`src/rtl/rr_packet_scheduler_4.sv`:
```
// 4-input round-robin packet scheduler with one registered output stage and source tagging.
// Optional per-source saturating grant counters are enabled by defining ARB_GRANT_CNT_EN.
module rr_packet_scheduler_4 #(
  parameter int unsigned WIDTH = 34,
  parameter int unsigned CNT_W = 16
) (
  input  logic                 clk,
  input  logic                 rst_n,
  input  logic [3:0]           in_valid,
  input  logic [4*WIDTH-1:0]   in_data,
  output logic [3:0]           in_ready,
  output logic                 out_valid,
  output logic [WIDTH-1:0]     out_data,
  output logic [1:0]           out_src,
  input  logic                 out_ready
`ifdef ARB_GRANT_CNT_EN
  ,
  output logic [4*CNT_W-1:0]   grant_cnt
`endif
);

  logic             out_valid_q, out_valid_d;
  logic [WIDTH-1:0] out_data_q, out_data_d;
  logic [1:0]       out_src_q, out_src_d;
  logic [1:0]       ptr_q, ptr_d;

  logic       load_en;
  logic       has_win;
  logic       accept;
  logic [1:0] winner;
  logic [1:0] idx;

  // Scan from the farthest position back to ptr so the nearest requester wins.
  always_comb begin
    has_win = 1'b0;
    winner  = ptr_q;
    idx     = '0;
    for (int k = 3; k >= 0; k--) begin
      idx = ptr_q + 2'(k);
      if (in_valid[idx]) begin
        has_win = 1'b1;
        winner  = idx;
      end
    end
  end

  always_comb begin
    load_en     = !out_valid_q || out_ready;
    accept      = rst_n && has_win && load_en;
    in_ready    = accept ? (4'b0001 << winner) : 4'b0000;
    out_valid_d = out_valid_q;
    out_data_d  = out_data_q;
    out_src_d   = out_src_q;
    ptr_d       = ptr_q;
    if (accept) begin
      out_valid_d = 1'b1;
      out_data_d  = in_data[int'(winner)*WIDTH +: WIDTH];
      out_src_d   = winner;
      ptr_d       = winner + 2'd1;
    end else if (out_ready) begin
      out_valid_d = 1'b0;
    end
  end

  always_ff @(posedge clk) begin
    if (!rst_n) begin
      out_valid_q <= 1'b0;
      out_data_q  <= '0;
      out_src_q   <= '0;
      ptr_q       <= '0;
    end else begin
      out_valid_q <= out_valid_d;
      out_data_q  <= out_data_d;
      out_src_q   <= out_src_d;
      ptr_q       <= ptr_d;
    end
  end

  assign out_valid = out_valid_q;
  assign out_data  = out_data_q;
  assign out_src   = out_src_q;

`ifdef ARB_GRANT_CNT_EN
  logic [CNT_W-1:0] cnt_q [4];
  logic [CNT_W-1:0] cnt_d [4];

  // Counters saturate at all-ones rather than wrapping.
  always_comb begin
    for (int i = 0; i < 4; i++) begin
      cnt_d[i] = cnt_q[i];
      if (in_ready[i] && (cnt_q[i] != {CNT_W{1'b1}})) begin
        cnt_d[i] = cnt_q[i] + 1'b1;
      end
    end
  end

  always_ff @(posedge clk) begin
    for (int i = 0; i < 4; i++) begin
      if (!rst_n) begin
        cnt_q[i] <= '0;
      end else begin
        cnt_q[i] <= cnt_d[i];
      end
    end
  end

  always_comb begin
    grant_cnt = '0;
    for (int i = 0; i < 4; i++) begin
      grant_cnt[i*CNT_W +: CNT_W] = cnt_q[i];
    end
  end
`endif

endmodule

```
`config.mk`:
```
export PLATFORM = sky130hd
export DESIGN_NAME = rr_packet_scheduler_4
export DESIGN_NICKNAME = d
export VERILOG_FILES = /design/src/rtl/rr_packet_scheduler_4.sv
export SDC_FILE = /design/constraint.sdc
export NUM_CORES = 1
export LEC_CHECK = 0
export CELL_PAD_IN_SITES_DETAIL_PLACEMENT = 2
export CELL_PAD_IN_SITES_GLOBAL_PLACEMENT = 2
export CORE_MARGIN = 2
export CORE_UTILIZATION = 37
export CTS_BUF_LIST = sky130_fd_sc_hd__clkbuf_8
export CTS_CLUSTER_DIAMETER = 30
export DETAILED_ROUTE_END_ITERATION = 10
export DONT_BUFFER_PORTS = 1
export PLACE_DENSITY_LB_ADDON = 0.1
export SYNTH_ARGS = -nofsm -noshare
export SYNTH_HDL_FRONTEND = slang
export SYNTH_SLANG_ARGS = --single-unit
```
`constraint.sdc`:
```
create_clock -name clk -period 4.11 [get_ports clk]
set_input_delay 0.822 -clock clk [delete_from_list [all_inputs] [get_ports clk]]
set_output_delay 0.822 -clock clk [all_outputs]
set_load 0.03 [all_outputs]
```
=== Yosys cells after proc, flatten, opt, wreduce, memory -nomap -nowiden ===
Cells that the tools add are included.

* Register bits: 39
* Bits in latches: 0
* Memory bits (writable): 0
* Memory bits (read-only): 0
* Input bits: 143
* Output and inout port bits: 41
* Logic and storage cells: 39
* Memories kept: 0

* Add/subtract/negate cells: 4
* Multipliers: 1
* Div/mod/pow operators: 0
* Order comparisons: 4
* Equal/unequal tests: 0
* Shift operators: 2
* Multiplexer cells: 19
* Bitwise operators: 0
* Reductions and logical operators: 5

{| class="wikitable"
|+ Operators by type and width
! operator !! count
|-
| $shiftx A136 B9 Y34 || 1
|-
| $lt A2 B3 Y1 const B || 4
|-
| $mux W1 || 10
|-
| $bmux W1 S2 || 4
|-
| $mux W2 || 4
|-
| $mul A2 B5 Y7 const B || 1
|-
| $add A2 B1 Y2 const B || 2
|-
| $add A2 B2 Y2 const B || 2
|-
| $mux W4 || 1
|-
| $shl A1 B2 Y4 const A || 1
|-
| $logic_and A1 B1 Y1 || 2
|-
| $reduce_bool A2 Y1 || 1
|-
| $logic_not A1 Y1 || 1
|-
| $logic_or A1 B1 Y1 || 1
|}

=== Longest topological paths before layout ===
Gate-level depths: netlist of run 1.

* Depth after elaboration: 10
* Gate-level depth with buffers: 7
* Depth with buffers taken out: 5

=== Worst setup path before layout of run 1 ===
No wires, ideal clock.

* Path kind: input port to output port
* Start point: in in_valid[2]
* End point: out in_ready[0]
* Arrival time: 2171 ps
* Required time: 3288 ps
* Setup slack: 1117 ps
* Cell stages on the path: 7
* Path buffers: 2
* Path through: nor3b_1 > a31oi_1 > a31oi_2 > or2_1 > buf_6 > buf_6 > nor2_1

* Word-level cells in the longest chain between the ends: 9
* Elaborated cells on any way between the ends: 20
* Those cells by class: shift (1); mux (17); reduce/logical (2)

{| class="wikitable"
|+ Ends and longest elaborated chain
! what !! RTL line !! RTL
|-
| start: declaration || 9 || <nowiki>input logic [3:0] in_valid,</nowiki>
|-
| $bmux W1 S2 || 40 || <nowiki>if (in_valid[idx]) begin</nowiki>
|-
| $mux W1 (implied by the code) || 40 ||
|-
| $mux W1 (4 in series) || 40 ||
|-
| $logic_and A1 B1 Y1 (2 in series) || 49 || <nowiki>accept = rst_n && has_win && load_en;</nowiki>
|-
| $mux W4 (*) || 50 || <nowiki>in_ready = accept ? (4'b0001 << winner) : 4'b0000;</nowiki>
|-
| end: declaration || 11 || <nowiki>output logic [3:0] in_ready,</nowiki>
|}

Every way passes the cells marked *; elsewhere a longest branch is shown, timed or not. The select of a mux whose other input is x is not followed.

=== Final worst setup path of run 1 ===
* Start point: in in_valid[1]
* End point: out in_ready[2]

The elaborated chain is that of the path after synthesis.

==> results of run 1 <==
cells by family (layout without fill, tap and decap cells):
group	Yosys count	after routing	synth area share [%]
buffers and inverters	23	19	6.70
XOR/XNOR	1	1	0.388
AND/OR/NAND/NOR	52	52	10.1
AO/OA/AOI/OAI	47	47	17.2
flip-flops	39	39	34.6
multiplexers	70	70	31.0
area by class of cell:
class	count	area [sq um]
tap	75	93.8
timing repair buffer	7	52.6
inverter	4	15.0
clock buffer	5	68.8
multi-input combinational	170	1340
sequential	39	781
clock inverter	3	67.6
fill	636	3510
power by group through the flow:
stage | clock network, mW | registers [mW] | logic [mW]
after floorplan | 0 | 0.625 | 0.322
after global placement | 0 | 0.645 | 0.342
after detailed placement | 0 | 0.649 | 0.364
after CTS | 0.394 | 0.640 | 0.363
after global routing | 0.419 | 0.649 | 0.391
final | 0.387 | 0.638 | 0.357
cell usage in the layout, fill, tap and decap left out:
master	netlist	routed
sky130_fd_sc_hd__mux2i_1	70	70
sky130_fd_sc_hd__nand2b_1	3	3
sky130_fd_sc_hd__nand2_2	1	1
sky130_fd_sc_hd__bufinv_16	0	2
sky130_fd_sc_hd__a21oi_1	3	3
sky130_fd_sc_hd__o21ai_0	1	1
sky130_fd_sc_hd__a21boi_0	1	1
sky130_fd_sc_hd__a21oi_2	1	1
sky130_fd_sc_hd__a211oi_1	2	2
sky130_fd_sc_hd__buf_4	8	7
sky130_fd_sc_hd__a31oi_1	1	1
sky130_fd_sc_hd__nand2_1	36	36
sky130_fd_sc_hd__nand3_2	1	1
sky130_fd_sc_hd__nor4_1	1	1
sky130_fd_sc_hd__o21ai_1	1	1
sky130_fd_sc_hd__nor2b_1	2	2
sky130_fd_sc_hd__clkinvlp_4	0	1
sky130_fd_sc_hd__clkbuf_8	0	5
sky130_fd_sc_hd__or2_1	1	1
sky130_fd_sc_hd__o221ai_1	34	34
sky130_fd_sc_hd__a31oi_2	1	1
sky130_fd_sc_hd__dfxtp_1	39	39
sky130_fd_sc_hd__nor2_1	5	5
sky130_fd_sc_hd__inv_1	4	4
sky130_fd_sc_hd__a211o_4	0	1
sky130_fd_sc_hd__o22ai_1	1	1
sky130_fd_sc_hd__nor3b_1	1	1
sky130_fd_sc_hd__and2b_1	1	1
sky130_fd_sc_hd__xnor2_1	1	1
stage by stage:
| step | power (mW) | std cells | hold slack, ns | utilization, % |
|---|---|---|---|---|
| after floorplan | 0.947 | 232 | 0.509 | - |
| after global placement | 0.986 | 295 | 0.556 | 38.5 |
| after detailed placement | 1.01 | 295 | 0.560 | 38.5 |
| after CTS | 1.40 | 303 | 0.576 | 40.8 |
| after global routing | 1.46 | 303 | 0.618 | 40.8 |
| final | 1.38 | 303 | 0.574 | 40.8 |
worst max-delay path by stage:
stage           startpoint          end  slack [ns]  cells after the start
3_3_place_gp   in_valid[1]  in_ready[3]        1.07                      6
5_1_grt        in_valid[1]  in_ready[2]        0.84                      6
3_5_place_dp   in_valid[1]  in_ready[2]        1.04                      6
6_report       in_valid[1]  in_ready[2]        1.04                      6
4_1_cts        in_valid[1]  in_ready[2]        1.03                      6
2_1_floorplan  in_valid[2]  in_ready[0]        1.12                      7
sequential cells by signal, summed over array words and instances, names as in the netlist:
name / cells
out_valid: 1
out_data: 34
out_src: 2
ptr_q: 2
worst max-delay path, delay by kind of cell:
kind,cells,cell delay [ns]
AOI/OAI and AO/OA,2,0.41
buffers and inverters,1,0.19
and+or+nand+nor,3,0.83
routing by layer:
metal	GRT usage (%)	vias up	share of wire, %
met3	5.33	6	9.6
met4	5.50	0	1.1
met1	21.9	900	37
met2	36.0	105	52
li1	-	866	-
met5	0	-	0
==> results.txt, run 1 <==
The required time reported for the critical path endpoint is 3.29 ns. TritonCTS built the clock tree. The worst min-delay path endpoint is ptr_q[1]. The data arrival time of the worst path is 2.25 ns. The floorplan step set the die width to 82.1 um. The signal on the critical path passes through nor3b_1, a31oi_1, a31oi_2, nand3_2, nor2_1, buf_4. The die area is 6740 sq um.

The post-synthesis async set-or-reset flop share came out at 0%. The number of standard-cell rows in the floorplan came out at 28. The sum of net half-perimeters after detailed placement is 5640 um.

The cell sitting at the root of the clock tree is a sky130_fd_sc_hd__clkbuf_8. The depth of the worst register-to-register path is 6. The worst setup slack after placement is 1.04 ns. The cell taking the most area after synthesis is sky130_fd_sc_hd__dfxtp_1.

The overall fraction of global-route tracks in use came out at 19.5%. The area of the mapped netlist came out at 2260 sq um. The worst hold path depth came out at 2. The minimum period implied by the final worst setup slack came out at 3.07 ns. Setup total negative slack on the finished layout was measured at 0 ns. Yosys attributes the largest share of cell area to sky130_fd_sc_hd__dfxtp_1 (35%), sky130_fd_sc_hd__mux2i_1 (31%), sky130_fd_sc_hd__o221ai_1 (13%). The count of flip-flops with a built-in enable after synthesis is 0.

The number of antenna diodes came out at 0. The total wire length after detailed routing is 7000 um. The post-route cell area is 2410 sq um.

The cell-internal power is 0.854 mW. The worst-case vdd ir drop is 0.000193 V. The number of antenna-violating nets in the routed design came out at 0.

Clock latency on the worst-skew pair, taken at its later pin, is 0.29 ns. The sequential-to-total area share from yosys stat is 34.6%. The path category of the worst min-delay check is reg2reg.

After clock tree synthesis, the clock-pin slew on the worst setup and hold paths is 0.08 ns. The worst-path maximum fanout came out at 21. Max-cap violations in this run came to 0. The critical-path cell with the highest stage delay is sky130_fd_sc_hd__nand3_2.

The total cell area at the placement stage came out at 2280 sq um. The count of yosys warnings during synthesis came out at 0. The final weighted congestion in routability-driven placement came out at 0.779. The DRC violation total after the first TritonRoute iteration came out at 41. The number of failing setup endpoints in the final timing report is 0.

From bottom edge to top edge, the die measures 82.1 um. The slew at the pin closest to its max-slew limit came out at 0.785 ns. The initial antenna violation count is 0. The total number of vias is 1877. The largest net degree at the start of global routing came out at 37. The final-report hold violation count came to 0. For this design the static power due to leakage is 1.08 nW.

The starting density of the core came out at 38.1%. The worst clock skew is 0.00722 ns. The number of buffers inserted by port buffering is 0. For this run, the detailed router's first-pass iteration total came to 4. The level count of the clock H-tree came out at 2. The critical path is of the in2out type. The post-detailed-route wirelength per cell came out at 23.1 um. The worst register-to-register path begins at ptr_q[0].

The total number of clock tree sinks came out at 39. The worst slew margin relative to its limit came out at 47.3%. The capturing element type of the critical path is an output port. Counting flops and latches in the post-synthesis netlist gives 39.

The endpoint of the worst register-to-register path is out_data[25]. The share of power burned in the clock network is 28.0%. In this run the most critical hold path is launched from ptr_q[1].

The run finished with clean final reports. The proportion of netlist area held by the largest area contributor came out at 34.6%. The count of pins on the block boundary came out at 184. The category of the worst setup path launch point is a primary input. After clock tree synthesis, the repair step resized 0 gates.

The average size of a mapped cell is 9.73 sq um. The number of buffers on the longest clock path is 2. The minimum setup slack among reg-to-reg paths is 1.62 ns.

The number of instances in the synthesized netlist is 232. From synthesis to final layout, the design area changed by 6.87%. After global routing the overflow that remains totals 0.

The fraction of layout instances using a drive strength above 1 came out at 8.77%. The CTS buffer count came out at 5. The number of global-route vias before repair is 1981. The most frequent cell after synthesis is sky130_fd_sc_hd__mux2i_1. The first global-routing pass estimated 9810 um of wire.

The switching power is 0.528 mW. The cts-stage hold buffer count came out at 0. The post-route clock period utilization is 74.7%. The dominant synthesized flop cell is sky130_fd_sc_hd__dfxtp_1. The number of different library cells used by synthesis comes to 29. The net count of the mapped netlist is 375.

The layout net count is 370. The total area inside the core boundary comes to 5920 sq um. Post-CTS timing repair inserted 0 buffers for setup.

The number of slew-limit violations in the final report came to 0. The average vias per placed instance is 6.19. In this design, the stage delay of the slowest critical-path cell is 0.43 ns.

The power density normalized to cell area came out at 572 nW/um^2. The achievable frequency came out at 326 MHz. The post-route worst setup slack is 1.04 ns. Setup repair after global routing left no endpoint under its margin. Net switching is 38.2% of the power. The number of remaining DRC errors is 0.

Sequential cells account for 46.2% of the total power. The portion of total power attributed to combinational logic is 25.8%. Sorting the synthesized cells by how often they occur yields sky130_fd_sc_hd__mux2i_1 (70), sky130_fd_sc_hd__dfxtp_1 (39), sky130_fd_sc_hd__nand2_1 (36), sky130_fd_sc_hd__o221ai_1 (34), sky130_fd_sc_hd__buf_4 (8).
Note: power is estimated with default switching activity, not from simulation.
==> run 2, diff against run 1 <==
--- a/config.mk
+++ b/config.mk
@@ -8,7 +8,7 @@
 export CELL_PAD_IN_SITES_DETAIL_PLACEMENT = 2
 export CELL_PAD_IN_SITES_GLOBAL_PLACEMENT = 2
 export CORE_MARGIN = 2
-export CORE_UTILIZATION = 37
+export CORE_UTILIZATION = 34
 export CTS_BUF_LIST = sky130_fd_sc_hd__clkbuf_8
 export CTS_CLUSTER_DIAMETER = 30
 export DETAILED_ROUTE_END_ITERATION = 10
==> constraint.sdc (replaced) <==
create_clock -name clk -period 3.2 [get_ports clk]
set_input_delay 0.64 -clock clk [delete_from_list [all_inputs] [get_ports clk]]
set_output_delay 0.64 -clock clk [all_outputs]
set_load 0.03 [all_outputs]
==> run 2 against run 1 <==
Effect of this change:
- sequential share of layout area is 0.41 points lower
- first-iteration DRC count is 39% higher
- global-route usage is 1.5 points lower
- clock skew is 0.0021 ns higher
- register-to-register slack worse by 0.52 ns
- clock power is 9.0% higher
- via count stayed put
- non-clock buffer count is 3 higher
- count of clock-buffer cells in the layout is 1 higher
- highest routed layer unchanged
- combinational power is 31% higher
==> results.txt, run 2 (synthesis results as in run 1) <==
The flow ran to the end, and the final reports show no timing, DRC or antenna violations. The level count of the clock H-tree came out at 2. Row generation in the floorplan step produced 29 rows.

STA classifies the critical path startpoint as a flop. The number of antenna diodes came out at 0. The CTS tree is built.

At the pin with the least slew margin, the transition time is 0.713 ns. The root buffer cell is sky130_fd_sc_hd__clkbuf_8. The share of power burned in registers came out at 47.9%.

For the worst setup path, the data arrival time is 1.95 ns. The register with the most flip-flops in the layout has 34 of them. The initial antenna violation count came to 0. The number of buffers inserted by port buffering came out at 0. The total wire length after detailed routing came out at 6890 um.

The total number of clock tree sinks came out at 39. Static timing analysis puts the maximum clock frequency at 386 MHz. The worst hold slack across all endpoints came out at 0.498 ns.

The worst pin sits at a relative slew slack of 52.2%. The switching fraction of total power is 38.5%. Leaving out fill and tap cells, the most frequent cells in the layout are sky130_fd_sc_hd__mux2i_1 (70), sky130_fd_sc_hd__dfxtp_1 (39), sky130_fd_sc_hd__nand2_1 (36), sky130_fd_sc_hd__o221ai_1 (34), sky130_fd_sc_hd__buf_4 (8). The CTS buffer count is 5. The final weighted congestion in routability-driven placement is 0.767. The worst-path maximum fanout is 5. The number of slew-limit violations in the final report is 0. The relative area change from synthesis to final layout came out at 8.25%. The switching power came out at 0.658 mW. After global routing the overflow that remains totals 0. The fraction of layout instances using a drive strength above 1 is 9.96%. The largest net degree at the start of global routing is 40. On the final layout, the worst clock skew is 0.00932 ns. Counting instances, the worst hold path has a depth of 1. The power density normalized to cell area is 699 nW/um^2.

The die is 85.5 um tall. The cell-internal power is 1.05 mW. The overall fraction of global-route tracks in use came out at 18.0%. The count of filler cells inserted in the layout is 702. The initial utilization of the core area, before any placement, comes to 35.4%.

The clock passes through at most 2 buffers. After detailed routing, the number of vias per cell comes to 6.09. The number of iterations in the first detailed-routing pass is 4. The worst setup path category is reg2out.

The path category of the worst min-delay check is in2reg. The static leakage came out at 1.10 nW. The number of failing setup endpoints in the final timing report is 0.

The buffers inserted during post-CTS setup optimization is 0. The number of remaining DRC errors is 0. The share of power burned in the clock network came out at 24.7%. The count of pins on the block boundary is 184. The die outline width is 85.5 um. The DRC violation total after the first TritonRoute iteration came out at 57. In this run the remaining antenna-violating nets after routing total 0.

For the final routed database, the setup TNS stands at 0 ns. STA classifies the critical path endpoint as an output port. The final total power is 1.71 mW. The layout net count is 373. Clock latency on the worst-skew pair, taken at its later pin, is 0.29 ns.

The minimum period implied by the final worst setup slack came out at 2.59 ns. The total number of vias came out at 1877. The max-capacitance violation count came out at 0. The first global-routing pass estimated 10500 um of wire. The depth of the worst register-to-register path came out at 6.

The final-report hold violation count is 0. Of the total power, combinational logic draws 27.4%. Setup repair after global routing left no endpoint under its margin.

In the finished design, the share of the clock period the worst path needs comes to 81.0%. The die area came out at 7310 sq um. The post-detailed-route wirelength per cell came out at 22.4 um. VDD sags by at most 0.000268 V. The clock slew seen by the registers of the worst setup and hold paths came out at 0.07 ns.

The number of global-route vias before repair was 2140. Hold repair after CTS inserted 0 buffers. The number of gates resized after cts is 0.

The core box area is 6390 sq um. The sum of net half-perimeters after detailed placement came out at 5480 um. The library cell used most frequently in the layout, excluding fill and tap cells, is sky130_fd_sc_hd__mux2i_1.

The required time reported for the critical path endpoint came out at 2.56 ns.
run 2: cell types whose count changed in the layout (fill, tap and decap cells not counted), sizes merged:
cell / previous run / this run
clkbuf: 5 / 6
clkinvlp: 1 / 0
bufinv: 2 / 1
buf: 7 / 10
clkinv: 0 / 1
run 2: worst paths after layout:
check / startpoint / to / slack, ns
worst max-delay path: ptr_q[0] / in_ready[0] / 0.61
worst min-delay path: rst_n / out_src[1] / 0.50
worst max register to register: ptr_q[0] / out_data[2] / 1.10
worst min register to register: ptr_q[0] / ptr_q[0] / 0.60
run 2: layout make-up:
cell class	count	area (sq um)	share of cell area, %
Clock buffer	6	82.6	3.38
Sequential cell	39	781	31.9
Tap cell	77	96.3	3.94
Timing Repair Buffer	10	100	4.09
Multi-Input combinational cell	170	1340	54.6
Inverter	4	15.0	0.614
Clock inverter	2	35.0	1.43
run 2: worst max-delay path, stage by stage (launching register included):
cell and delay, ns:
sky130_fd_sc_hd__dfxtp_1 0.39, sky130_fd_sc_hd__nand2b_1 0.18, sky130_fd_sc_hd__o21ai_1 0.12, sky130_fd_sc_hd__a211oi_1 0.64
sky130_fd_sc_hd__nor2_1 0.14, sky130_fd_sc_hd__buf_4 0.20
run 2: power groups by stage:
| stage | registers [mW] | logic, mW | clock network (mW) |
|---|---|---|---|
| after detailed placement | 0.832 | 0.481 | 0 |
| after global placement | 0.828 | 0.450 | 0 |
| after global routing | 0.830 | 0.519 | 0.460 |
| final | 0.818 | 0.469 | 0.422 |
| after floorplan | 0.803 | 0.413 | 0 |
| after CTS | 0.821 | 0.480 | 0.442 |
run 2: metrics by stage:
step	worst slack, ns	instances	util, %	instance area [sq um]
global placement	0.767	300	36.4	2330
finish	0.608	308	38.3	2440
global route	0.469	308	38.3	2440
CTS	0.596	308	38.3	2440
floorplan	0.571	232	-	2260
detailed placement	0.651	300	36.4	2330
run 2: routing by layer:
metal  track usage, %  vias up  share of wire (%)
met1             19.4      900                 38
met4             4.62        0               0.58
met3             4.72        4                8.0
li1                 -      870                  -
met2             34.6      103                 54
met5                0        -                  0
